<file path="src/rtl/pc_gen_pkg.sv">
// Shared types and constants for the fetch PC generator and its BTB.
package pc_gen_pkg;
   localparam int INSTR_BYTES = 4;

   // Kind of redirect parked while the fetch port is stalled.
   typedef enum logic [1:0] {
      PEND_NONE  = 2'd0,
      PEND_REDIR = 2'd1,
      PEND_TRAP  = 2'd2
   } pend_kind_e;
endpackage

</file>
<file path="src/rtl/pc_gen_btb_if.sv">
// Fetch-PC unit bus: control/update inputs from EX/IM and PC/prediction outputs to IF/ID.
interface pc_gen_btb_if #(parameter int XLEN = 32);
   logic            fetch_stall_i;
   logic            hazard_hold_i;
   logic            redirect_valid_i;
   logic [XLEN-1:0] redirect_pc_i;
   logic            trap_valid_i;
   logic [XLEN-1:0] trap_vec_i;
   logic            btb_upd_valid_i;
   logic [XLEN-1:0] btb_upd_pc_i;
   logic [XLEN-1:0] btb_upd_target_i;
   logic            btb_upd_taken_i;
   logic            btb_flush_i;
   logic [XLEN-1:0] pc_o;
   logic            pred_taken_o;
   logic [XLEN-1:0] pred_target_o;
   logic            redirect_pending_o;

   modport master (
      output fetch_stall_i, hazard_hold_i, redirect_valid_i, redirect_pc_i,
             trap_valid_i, trap_vec_i, btb_upd_valid_i, btb_upd_pc_i,
             btb_upd_target_i, btb_upd_taken_i, btb_flush_i,
      input  pc_o, pred_taken_o, pred_target_o, redirect_pending_o
   );

   modport slave (
      input  fetch_stall_i, hazard_hold_i, redirect_valid_i, redirect_pc_i,
             trap_valid_i, trap_vec_i, btb_upd_valid_i, btb_upd_pc_i,
             btb_upd_target_i, btb_upd_taken_i, btb_flush_i,
      output pc_o, pred_taken_o, pred_target_o, redirect_pending_o
   );
endinterface

</file>
<file path="src/rtl/pc_gen_btb_dm.sv">
// Direct-mapped branch target buffer: combinational lookup, synchronous update/flush.
// PCs and targets arrive word-aligned (bits [1:0] already stripped).
module btb_dm #(
   parameter int XLEN      = 32,
   parameter int BTB_DEPTH = 16
) (
   input  logic            clk,
   input  logic            rst,
   input  logic [XLEN-3:0] lookup_pc,
   output logic            hit,
   output logic [XLEN-1:0] target,
   input  logic            upd_valid,
   input  logic [XLEN-3:0] upd_pc,
   input  logic [XLEN-3:0] upd_target,
   input  logic            upd_taken,
   input  logic            flush
);
   localparam int IDX_W = $clog2(BTB_DEPTH);
   localparam int TAG_W = XLEN - IDX_W - 2;

   typedef struct packed {
      logic             valid;
      logic [TAG_W-1:0] tag;
      logic [XLEN-3:0]  target;
   } btb_entry_t;

   btb_entry_t mem [BTB_DEPTH];

   logic [IDX_W-1:0] l_idx, u_idx;
   logic [TAG_W-1:0] l_tag, u_tag;
   btb_entry_t       l_ent;

   assign l_idx = lookup_pc[IDX_W-1:0];
   assign l_tag = lookup_pc[XLEN-3:IDX_W];
   assign u_idx = upd_pc[IDX_W-1:0];
   assign u_tag = upd_pc[XLEN-3:IDX_W];

   assign l_ent  = mem[l_idx];
   assign hit    = l_ent.valid && (l_ent.tag == l_tag);
   assign target = hit ? {l_ent.target, 2'b00} : '0;

   // Flush wins over a same-cycle update; a not-taken update only evicts its own tag.
   always_ff @(posedge clk or posedge rst) begin
      if (rst) begin
         for (int i = 0; i < BTB_DEPTH; i++) mem[i] <= '0;
      end else if (flush) begin
         for (int i = 0; i < BTB_DEPTH; i++) mem[i].valid <= 1'b0;
      end else if (upd_valid) begin
         if (upd_taken)
            mem[u_idx] <= '{valid: 1'b1, tag: u_tag, target: upd_target};
         else if (mem[u_idx].tag == u_tag)
            mem[u_idx].valid <= 1'b0;
      end
   end
endmodule

</file>
<file path="src/rtl/pc_gen_btb.sv">
// Fetch PC generator: PC register, stall-safe pending redirect and next-PC priority mux
// with BTB-directed prediction.
module pc_gen_btb
   import pc_gen_pkg::*;
#(
   parameter int              XLEN      = 32,
   parameter logic [XLEN-1:0] RESET_VEC = '0,
   parameter int              BTB_DEPTH = 16
) (
   input logic        clk,
   input logic        rst,
   pc_gen_btb_if.slave bus
);
   logic [XLEN-3:0] pc_q, pc_d;
   logic [XLEN-3:0] pend_pc_q, pend_pc_d;
   pend_kind_e      pend_kind_q, pend_kind_d;
   logic            btb_hit;
   logic [XLEN-1:0] btb_target;
   logic [XLEN-1:0] pc_seq;
   logic            unused_low_bits;

   assign bus.pc_o               = {pc_q, 2'b00};
   assign bus.pred_taken_o       = btb_hit;
   assign bus.pred_target_o      = btb_target;
   assign bus.redirect_pending_o = (pend_kind_q != PEND_NONE);
   assign pc_seq                 = bus.pc_o + XLEN'(INSTR_BYTES);

   // Incoming targets are word-aligned by dropping bits [1:0].
   assign unused_low_bits = ^{bus.redirect_pc_i[1:0], bus.trap_vec_i[1:0],
                              bus.btb_upd_pc_i[1:0], bus.btb_upd_target_i[1:0],
                              btb_target[1:0], pc_seq[1:0]};

   btb_dm #(.XLEN(XLEN), .BTB_DEPTH(BTB_DEPTH)) u_btb (
      .clk        (clk),
      .rst        (rst),
      .lookup_pc  (pc_q),
      .hit        (btb_hit),
      .target     (btb_target),
      .upd_valid  (bus.btb_upd_valid_i),
      .upd_pc     (bus.btb_upd_pc_i[XLEN-1:2]),
      .upd_target (bus.btb_upd_target_i[XLEN-1:2]),
      .upd_taken  (bus.btb_upd_taken_i),
      .flush      (bus.btb_flush_i)
   );

   always_comb begin
      pc_d        = pc_q;
      pend_pc_d   = pend_pc_q;
      pend_kind_d = pend_kind_q;
      if (bus.fetch_stall_i) begin
         // A parked trap is never displaced by a later redirect.
         if (bus.trap_valid_i) begin
            pend_kind_d = PEND_TRAP;
            pend_pc_d   = bus.trap_vec_i[XLEN-1:2];
         end else if (bus.redirect_valid_i && pend_kind_q != PEND_TRAP) begin
            pend_kind_d = PEND_REDIR;
            pend_pc_d   = bus.redirect_pc_i[XLEN-1:2];
         end
      end else begin
         pend_kind_d = PEND_NONE;
         if (bus.trap_valid_i)              pc_d = bus.trap_vec_i[XLEN-1:2];
         else if (bus.redirect_valid_i)     pc_d = bus.redirect_pc_i[XLEN-1:2];
         else if (pend_kind_q != PEND_NONE) pc_d = pend_pc_q;
         else if (bus.hazard_hold_i)        pc_d = pc_q;
         else if (btb_hit)                  pc_d = btb_target[XLEN-1:2];
         else                               pc_d = pc_seq[XLEN-1:2];
      end
   end

   always_ff @(posedge clk or posedge rst) begin
      if (rst) begin
         pc_q        <= RESET_VEC[XLEN-1:2];
         pend_pc_q   <= '0;
         pend_kind_q <= PEND_NONE;
      end else begin
         pc_q        <= pc_d;
         pend_pc_q   <= pend_pc_d;
         pend_kind_q <= pend_kind_d;
      end
   end
endmodule

</file>
<file path="src/flat_wrapper.sv">
// flat-port wrapper written by rule: the top's interface ports become plain ports
module pc_gen_btb_flat import pc_gen_pkg::*;
#(
   parameter int              XLEN      = 32,
   parameter logic [XLEN-1:0] RESET_VEC = '0,
   parameter int              BTB_DEPTH = 16
)
  (clk, rst, bus_fetch_stall_i, bus_hazard_hold_i, bus_redirect_valid_i, bus_redirect_pc_i, bus_trap_valid_i, bus_trap_vec_i, bus_btb_upd_valid_i, bus_btb_upd_pc_i, bus_btb_upd_target_i, bus_btb_upd_taken_i, bus_btb_flush_i, bus_pc_o, bus_pred_taken_o, bus_pred_target_o, bus_redirect_pending_o);
  pc_gen_btb_if #(.XLEN(XLEN)) bus_i ();
  input logic clk;
  input logic rst;
  input wire logic [$bits(bus_i.fetch_stall_i)-1:0] bus_fetch_stall_i;
  input wire logic [$bits(bus_i.hazard_hold_i)-1:0] bus_hazard_hold_i;
  input wire logic [$bits(bus_i.redirect_valid_i)-1:0] bus_redirect_valid_i;
  input wire logic [$bits(bus_i.redirect_pc_i)-1:0] bus_redirect_pc_i;
  input wire logic [$bits(bus_i.trap_valid_i)-1:0] bus_trap_valid_i;
  input wire logic [$bits(bus_i.trap_vec_i)-1:0] bus_trap_vec_i;
  input wire logic [$bits(bus_i.btb_upd_valid_i)-1:0] bus_btb_upd_valid_i;
  input wire logic [$bits(bus_i.btb_upd_pc_i)-1:0] bus_btb_upd_pc_i;
  input wire logic [$bits(bus_i.btb_upd_target_i)-1:0] bus_btb_upd_target_i;
  input wire logic [$bits(bus_i.btb_upd_taken_i)-1:0] bus_btb_upd_taken_i;
  input wire logic [$bits(bus_i.btb_flush_i)-1:0] bus_btb_flush_i;
  output wire logic [$bits(bus_i.pc_o)-1:0] bus_pc_o;
  output wire logic [$bits(bus_i.pred_taken_o)-1:0] bus_pred_taken_o;
  output wire logic [$bits(bus_i.pred_target_o)-1:0] bus_pred_target_o;
  output wire logic [$bits(bus_i.redirect_pending_o)-1:0] bus_redirect_pending_o;
  assign bus_i.fetch_stall_i = bus_fetch_stall_i;
  assign bus_i.hazard_hold_i = bus_hazard_hold_i;
  assign bus_i.redirect_valid_i = bus_redirect_valid_i;
  assign bus_i.redirect_pc_i = bus_redirect_pc_i;
  assign bus_i.trap_valid_i = bus_trap_valid_i;
  assign bus_i.trap_vec_i = bus_trap_vec_i;
  assign bus_i.btb_upd_valid_i = bus_btb_upd_valid_i;
  assign bus_i.btb_upd_pc_i = bus_btb_upd_pc_i;
  assign bus_i.btb_upd_target_i = bus_btb_upd_target_i;
  assign bus_i.btb_upd_taken_i = bus_btb_upd_taken_i;
  assign bus_i.btb_flush_i = bus_btb_flush_i;
  assign bus_pc_o = bus_i.pc_o;
  assign bus_pred_taken_o = bus_i.pred_taken_o;
  assign bus_pred_target_o = bus_i.pred_target_o;
  assign bus_redirect_pending_o = bus_i.redirect_pending_o;
  pc_gen_btb #(.XLEN(XLEN), .RESET_VEC(RESET_VEC), .BTB_DEPTH(BTB_DEPTH)) u_core (.clk(clk), .rst(rst), .bus(bus_i));
endmodule
</file>
<file path="config.mk">
export PLATFORM = sky130hd
export DESIGN_NAME = pc_gen_btb_flat
export DESIGN_NICKNAME = d
export VERILOG_FILES = /design/src/rtl/pc_gen_pkg.sv /design/src/rtl/pc_gen_btb_if.sv /design/src/rtl/pc_gen_btb_dm.sv /design/src/rtl/pc_gen_btb.sv /design/src/flat_wrapper.sv
export SDC_FILE = /design/constraint.sdc
export NUM_CORES = 2
export LEC_CHECK = 0
export CORE_ASPECT_RATIO = 1.5
export CORE_MARGIN = 2
export CORE_UTILIZATION = 55
export CTS_CLUSTER_SIZE = 16
export DETAILED_ROUTE_END_ITERATION = 10
export PLACE_DENSITY = 0.72
export SLEW_MARGIN = 20
export SYNTH_ARGS = -nofsm -noshare
export SYNTH_HDL_FRONTEND = slang
export SYNTH_HIERARCHICAL = 1
export SYNTH_SLANG_ARGS = --single-unit
</file>
<file path="constraint.sdc">
create_clock -name clk -period 43.2 [get_ports clk]
set_clock_uncertainty 0.15 [all_clocks]
set_input_delay 8.64 -clock clk [delete_from_list [all_inputs] [get_ports clk]]
set_output_delay 8.64 -clock clk [all_outputs]
set_load 0.05 [all_outputs]
</file>
; ---- Word level (Yosys, flattened, before mapping)
; Cells that the tools add are included.
[word_totals]
out_inout_bits = 66
ramBits = 0
rom_bits = 0
ff_bits = 974
input_bits = 137
latch_bits = 0
memories = 0
wordCells = 118
[classes]
n_bitwise = 4
n_div = 0
reduce_logical = 12
order_cmp = 3
n_shift = 0
n_eq_ne = 5
multipliers = 0
addsub = 1
n_mux = 42
[op_table]
columns = operator, count
row1 = 912-bit 2-to-1 mux, 3
row2 = 912-bit bitwise mux, 2
row3 = 57-bit binary-select mux with 4-bit select, 2
row4 = 57-bit demux with 4-bit select, 2
row5 = 57-bit 2-to-1 mux, 4
row6 = 30-bit 2-to-1 mux, 7
row7 = 56-bit 2-to-1 mux, 2
row8 = 26-bit == test, 2
row9 = 32-bit by 3-bit adder with 32-bit output (second input constant), 1
row10 = 32-bit 2-to-1 mux, 1
row11 = 1-bit 2-to-1 mux, 16
row12 = 5-bit greater-or-equal comparator (second input constant), 2
row13 = 4-bit inverter with 5-bit output, 2
row14 = 2-bit nonzero test, 4
row15 = 2-bit 2-to-1 mux, 3
row16 = 2-bit AND reduction, 3
row17 = 5-bit by 1-bit < comparator with 1-bit output (second input constant), 1
row18 = 4-bit by 1-bit != test with 1-bit output (second input constant), 1
row19 = 1-bit logical AND, 3
row20 = 3-bit by 1-bit != test with 1-bit output (second input constant), 1
row21 = 3-bit AND reduction, 1
row22 = 3-bit nonzero test, 1
row23 = 2-bit != test (second input constant), 1
row24 = 1-bit inverter, 2

; ---- Longest topological paths before layout
[depth]
word_depth = 12
ltp_mapped = 18
depth_no_buf = 12

; ---- Modules after synthesis
; The synthesis kept the hierarchy.
[modules_own_cells]
columns = module, cells_each, n_inst, area_per_inst_um2, seq_area_each_um2
row1 = btb_dm, 2805, 1, 45090.7, 22821.9
row2 = pc_gen_btb, 572, 1, 4550.6, 1551.5

; ---- Worst setup path before layout
; Ideal clock, no wire load.
[synth_path]
kind = register to output
start = register u_core.pc_q[1]
end = output bus_pred_target_o[29]
stages_incl_launch_ff = 11
t_arrival_ns = 3.858
path_slack_ns = 30.552
n_path_buf = 4
required_time_ns = 34.410
cell_sequence = dfrtp_1 buf_2 buf_2 buf_1 mux4_2 mux4_2 xnor2_1 nand4_1 nor4_1 clkbuf_1 and3_1
[synth_via]
elab_chain_cells = 7
[synth_rtl]
columns = element, line
row1 = start: declaration, pc_gen_btb.sv:14  ; logic [XLEN-3:0] pc_q, pc_d;
row2 = start signal: assignment, pc_gen_btb.sv:72  ; pc_q <= RESET_VEC[XLEN-1:2];
row3 = start signal: assignment, pc_gen_btb.sv:76  ; pc_q <= pc_d;
row4 = 4-bit inverter with 5-bit output (implied by the code) *, pc_gen_btb_dm.sv:38  ; assign l_ent = mem[l_idx];
row5 = 57-bit binary-select mux with 4-bit select *, pc_gen_btb_dm.sv:38
row6 = 57-bit 2-to-1 mux (implied by the code) * (2 in series), pc_gen_btb_dm.sv:38
row7 = 26-bit == test, pc_gen_btb_dm.sv:39  ; assign hit = l_ent.valid && (l_ent.tag == l_tag);
row8 = 1-bit logical AND, pc_gen_btb_dm.sv:39
row9 = 32-bit 2-to-1 mux *, pc_gen_btb_dm.sv:40  ; assign target = hit ? {l_ent.target, 2'b00} : '0;
row10 = end: declaration, flat_wrapper.sv:25  ; output wire logic [$bits(bus_i.pred_target_o)-1:0] bus_pred_target_o;
; Every way passes the cells marked *; elsewhere a longest branch is shown, timed or not. The select of a mux whose other input is x is not followed.

; ---- Worst setup path after layout
[layout_path]
start = register u_core.pc_q[0]
end = output bus_pred_taken_o
[layout_via]
elab_chain_cells = 6
[layout_rtl]
columns = element, line
row1 = 4-bit inverter with 5-bit output (implied by the code) *, pc_gen_btb_dm.sv:38
row2 = 57-bit binary-select mux with 4-bit select *, pc_gen_btb_dm.sv:38
row3 = 57-bit 2-to-1 mux (implied by the code) * (2 in series), pc_gen_btb_dm.sv:38
row4 = 26-bit == test, pc_gen_btb_dm.sv:39
row5 = 1-bit logical AND *, pc_gen_btb_dm.sv:39
row6 = end: declaration, flat_wrapper.sv:24  ; output wire logic [$bits(bus_i.pred_taken_o)-1:0] bus_pred_taken_o;
; Marked as above.

==> reports/metrics.yaml <==
grt-busiest-layer: "met2"
gr-usage-all-layers_pct: 30.7
finalCriticalPeriod_ns: 15.64
cp_max_fo: 77
ys_seq_area_share_pct: 49.1
hpwl_um: 85600
startpoint_type: "register"
fill_cells: 6604
detail_route.wl_per_cell_um: 30.3
clock_sinks: 974
slowest_stage: "clkdlybuf4s50_1"
p_total_mw: 2.50
use_met2_pct: 52.1
power_density_nw_per_um2: 44.9
antenna_left: 0
drv_slew: 0
hold_path_class: "reg2reg"
h-tree-depth: 3
via_per_inst: 6.73
numCtsBuffers: 92
finalSetupViolCount: 0
final_layout_size_suffix_gt1_share_pct: 44.3
grt-ovfl-total: 0
cts.reportedPaths.clkPinSlew_ns: 0.06
cts_tree: "built"
fin_cells: 4641
syn_inst: 3377
synth_cell_type_count: 79
critical_path_class: "reg2out"
synth_area_um2: 49600
vias: 31200
dieHeight_um: 372
setup_tns_ns: 0
grt_pass1_vias: 33600
nets: 3530
area_growth_pct: 12.0
io_buffers: 190
synth_most_common_cell: "dfrtp_1"
end_kind: "output port"
use_met1_pct: 37.5
drt_iter0_drc: 2682
placedCellCount: 4461
arrival_ns: 6.85
multi_input_area_um2: 23900
cts_resized: 0
synth-seq-cells: 974
synth_async_sr_flop_share_pct: 100
globalplace.congestion: 0.925
grtUsageMet3_pct: 5.45
yosys-top-cells-area: "dfrtp_1, mux2_2, mux4_2"
design.core.area_um2: 89900
p_int_mw: 1.81
yosysTopAreaCell: "dfrtp_1"
switching_share_pct: 27.4
rsz0062_at_grt: "false"
p_switching_uw: 683
slew_headroom_pct: 21.2
seq_power_share_pct: 45.2
timing.final.ws_setup_ns: 27.56
max_freq_mhz: 63.9
p_clk_share_pct: 35.3
crit_path_max_incr_delay_ns: 0.89
ys_warn_count: 6
tightestPinTransition_ns: 1.18
antenna_found_initial: 20
place_ws_ns: 28.26
post_cts_buffers: 0
synth_edf_count: 0
rows: 135
hold_path_depth: 1
cp_cell_sequence: "buf_12 -> buf_4 -> mux4_2 -> mux4_2 -> xnor2_1 -> nand4_1 -> nor4_2 -> buf_4 -> nand2_1 -> inv_1 -> buf_4 -> clkdlybuf4s50_1"
firstDrtPassIters: 6
hold_viol: 0
drc: 0
grt_start_max_net_pins: 186
maxCapViolCount: 0
cts-root-buf: "clkbuf_16"
outcome: "completed"
leakage_nw: 24.7
hold_buffers: 0
die_w_um: 249
synth_common_cells: "dfrtp_1, mux2_2, mux4_2"
grt_first_pass_wirelength_um: 212000
yosysTopAreaCellShare_pct: 49.1
synthFlopType: "dfrtp_1"
dieArea_um2: 92700
cts_buffer_depth: 3
regArea_um2: 24400
path_common_cell: "buf_4"
insertion_delay_ns: 0.69
crit_required_ns: 34.41
syn_area_per_cell_um2: 14.7
ios: 203
irDropWorstVdd_v: 0.0000373
r2r.worst_path.cells: 16
wl_um: 141000
holdWs_ns: 0.350
finalCritPeriodShare_pct: 36.2
combPwrFrac_pct: 19.5
start_util_pct: 55.2
through the flow:
step / utilization (%) / cell area (µm²)
4_1_cts: 61.8 / 55500
3_5_place_dp: 58.1 / 52200
3_3_place_gp: 58.1 / 52200
6_report: 61.9 / 55600
5_1_grt: 61.9 / 55600
2_1_floorplan: - / 49600
sequential cells by signal, indices dropped and copies added, names as in the netlist:
| name | flops |
|---|---|
| u_core/pend_kind_q | 2 |
| u_core/u_btb/mem | 912 |
| u_core/pc_q | 30 |
| u_core/pend_pc_q | 30 |
metal layers:
layer  up-vias  part of all wire (%)  routed length (µm)
li1      12900                     -                   -
met1     16800                    38               53000
met2      1138                    51               71200
met3       357                   5.8                8150
met4        18                   5.7                8080
met5         -                 0.087                 122
cells by family (layout without fill, tap and decap cells):
family | after synthesis | after routing | synth area share [%]
DFF | 974 | 974 | 49.1
adders and majority gates | 1 | 1 | 0.0252
AOI/OAI and AO/OA | 282 | 282 | 3.82
other | 2 | 17 | 0.0151
buffers and inverters | 350 | 435 | 3.00
xor gates and xnor gates | 70 | 70 | 1.24
and+or+nand+nor | 327 | 327 | 3.46
muxes | 1371 | 1371 | 39.3
worst max-delay path, delay by kind of cell (launching register included):
kind                      cells  cell delay, ns
xor gates and xnor gates      1            0.17
buffers and inverters         6            2.91
DFF                           1            0.79
muxes                         2            1.18
and+or+nand+nor               3            0.91
layout by cell type (no fill, tap or decap), types with 17 or more instances in the layout:
cell type / instances
buf_4: 46
nand4_1: 22
clkbuf_1: 17
mux4_2: 363
clkbuf_8: 21
xor2_1: 25
xnor2_1: 45
clkdlybuf4s50_1: 186
a221oi_1: 24
inv_1: 18
a21oi_1: 65
dfrtp_1: 970
mux2_2: 909
nor2_1: 68
clkbuf_16: 94
nand2_1: 69
mux2i_1: 91
nand3_1: 26
a31oi_1: 21
o21ai_0: 58
and3_1: 36
final timing paths:
kind	endpoint	slack, ns	startpoint
worst max register to register	u_core/pc_q[19]	36.47	u_core/pc_q[0]
worst max-delay path	bus_pred_taken_o	27.56	u_core/pc_q[0]
worst min register to register	u_core/u_btb/mem[633]	0.35	u_core/u_btb/mem[633]
max in group asynchronous	u_core/u_btb/mem[483]	31.28	rst
min in group asynchronous	u_core/u_btb/mem[840]	8.21	rst
worst min-delay path	u_core/u_btb/mem[633]	0.35	u_core/u_btb/mem[633]
power groups by stage:
stage / Sequential, mW / Combinational (mW) / Clock, mW
6_report: 1.13 / 0.486 / 0.881
3_3_place_gp: 1.13 / 0.471 / 0
5_1_grt: 1.14 / 0.515 / 0.931
3_5_place_dp: 1.14 / 0.487 / 0
2_1_floorplan: 1.12 / 0.351 / 0
4_1_cts: 1.13 / 0.489 / 0.895
area by class of cell:
class | instances | area share [%]
tap | 1164 | 2.62
clock buffer | 132 | 4.87
timing repair buffer | 245 | 4.32
inverter | 24 | 0.176
antenna | 13 | 0.0585
clock inverter | 34 | 1.02
multi-input combinational | 2055 | 43.1
sequential | 974 | 43.9
Power figures use the tool's default switching activity.
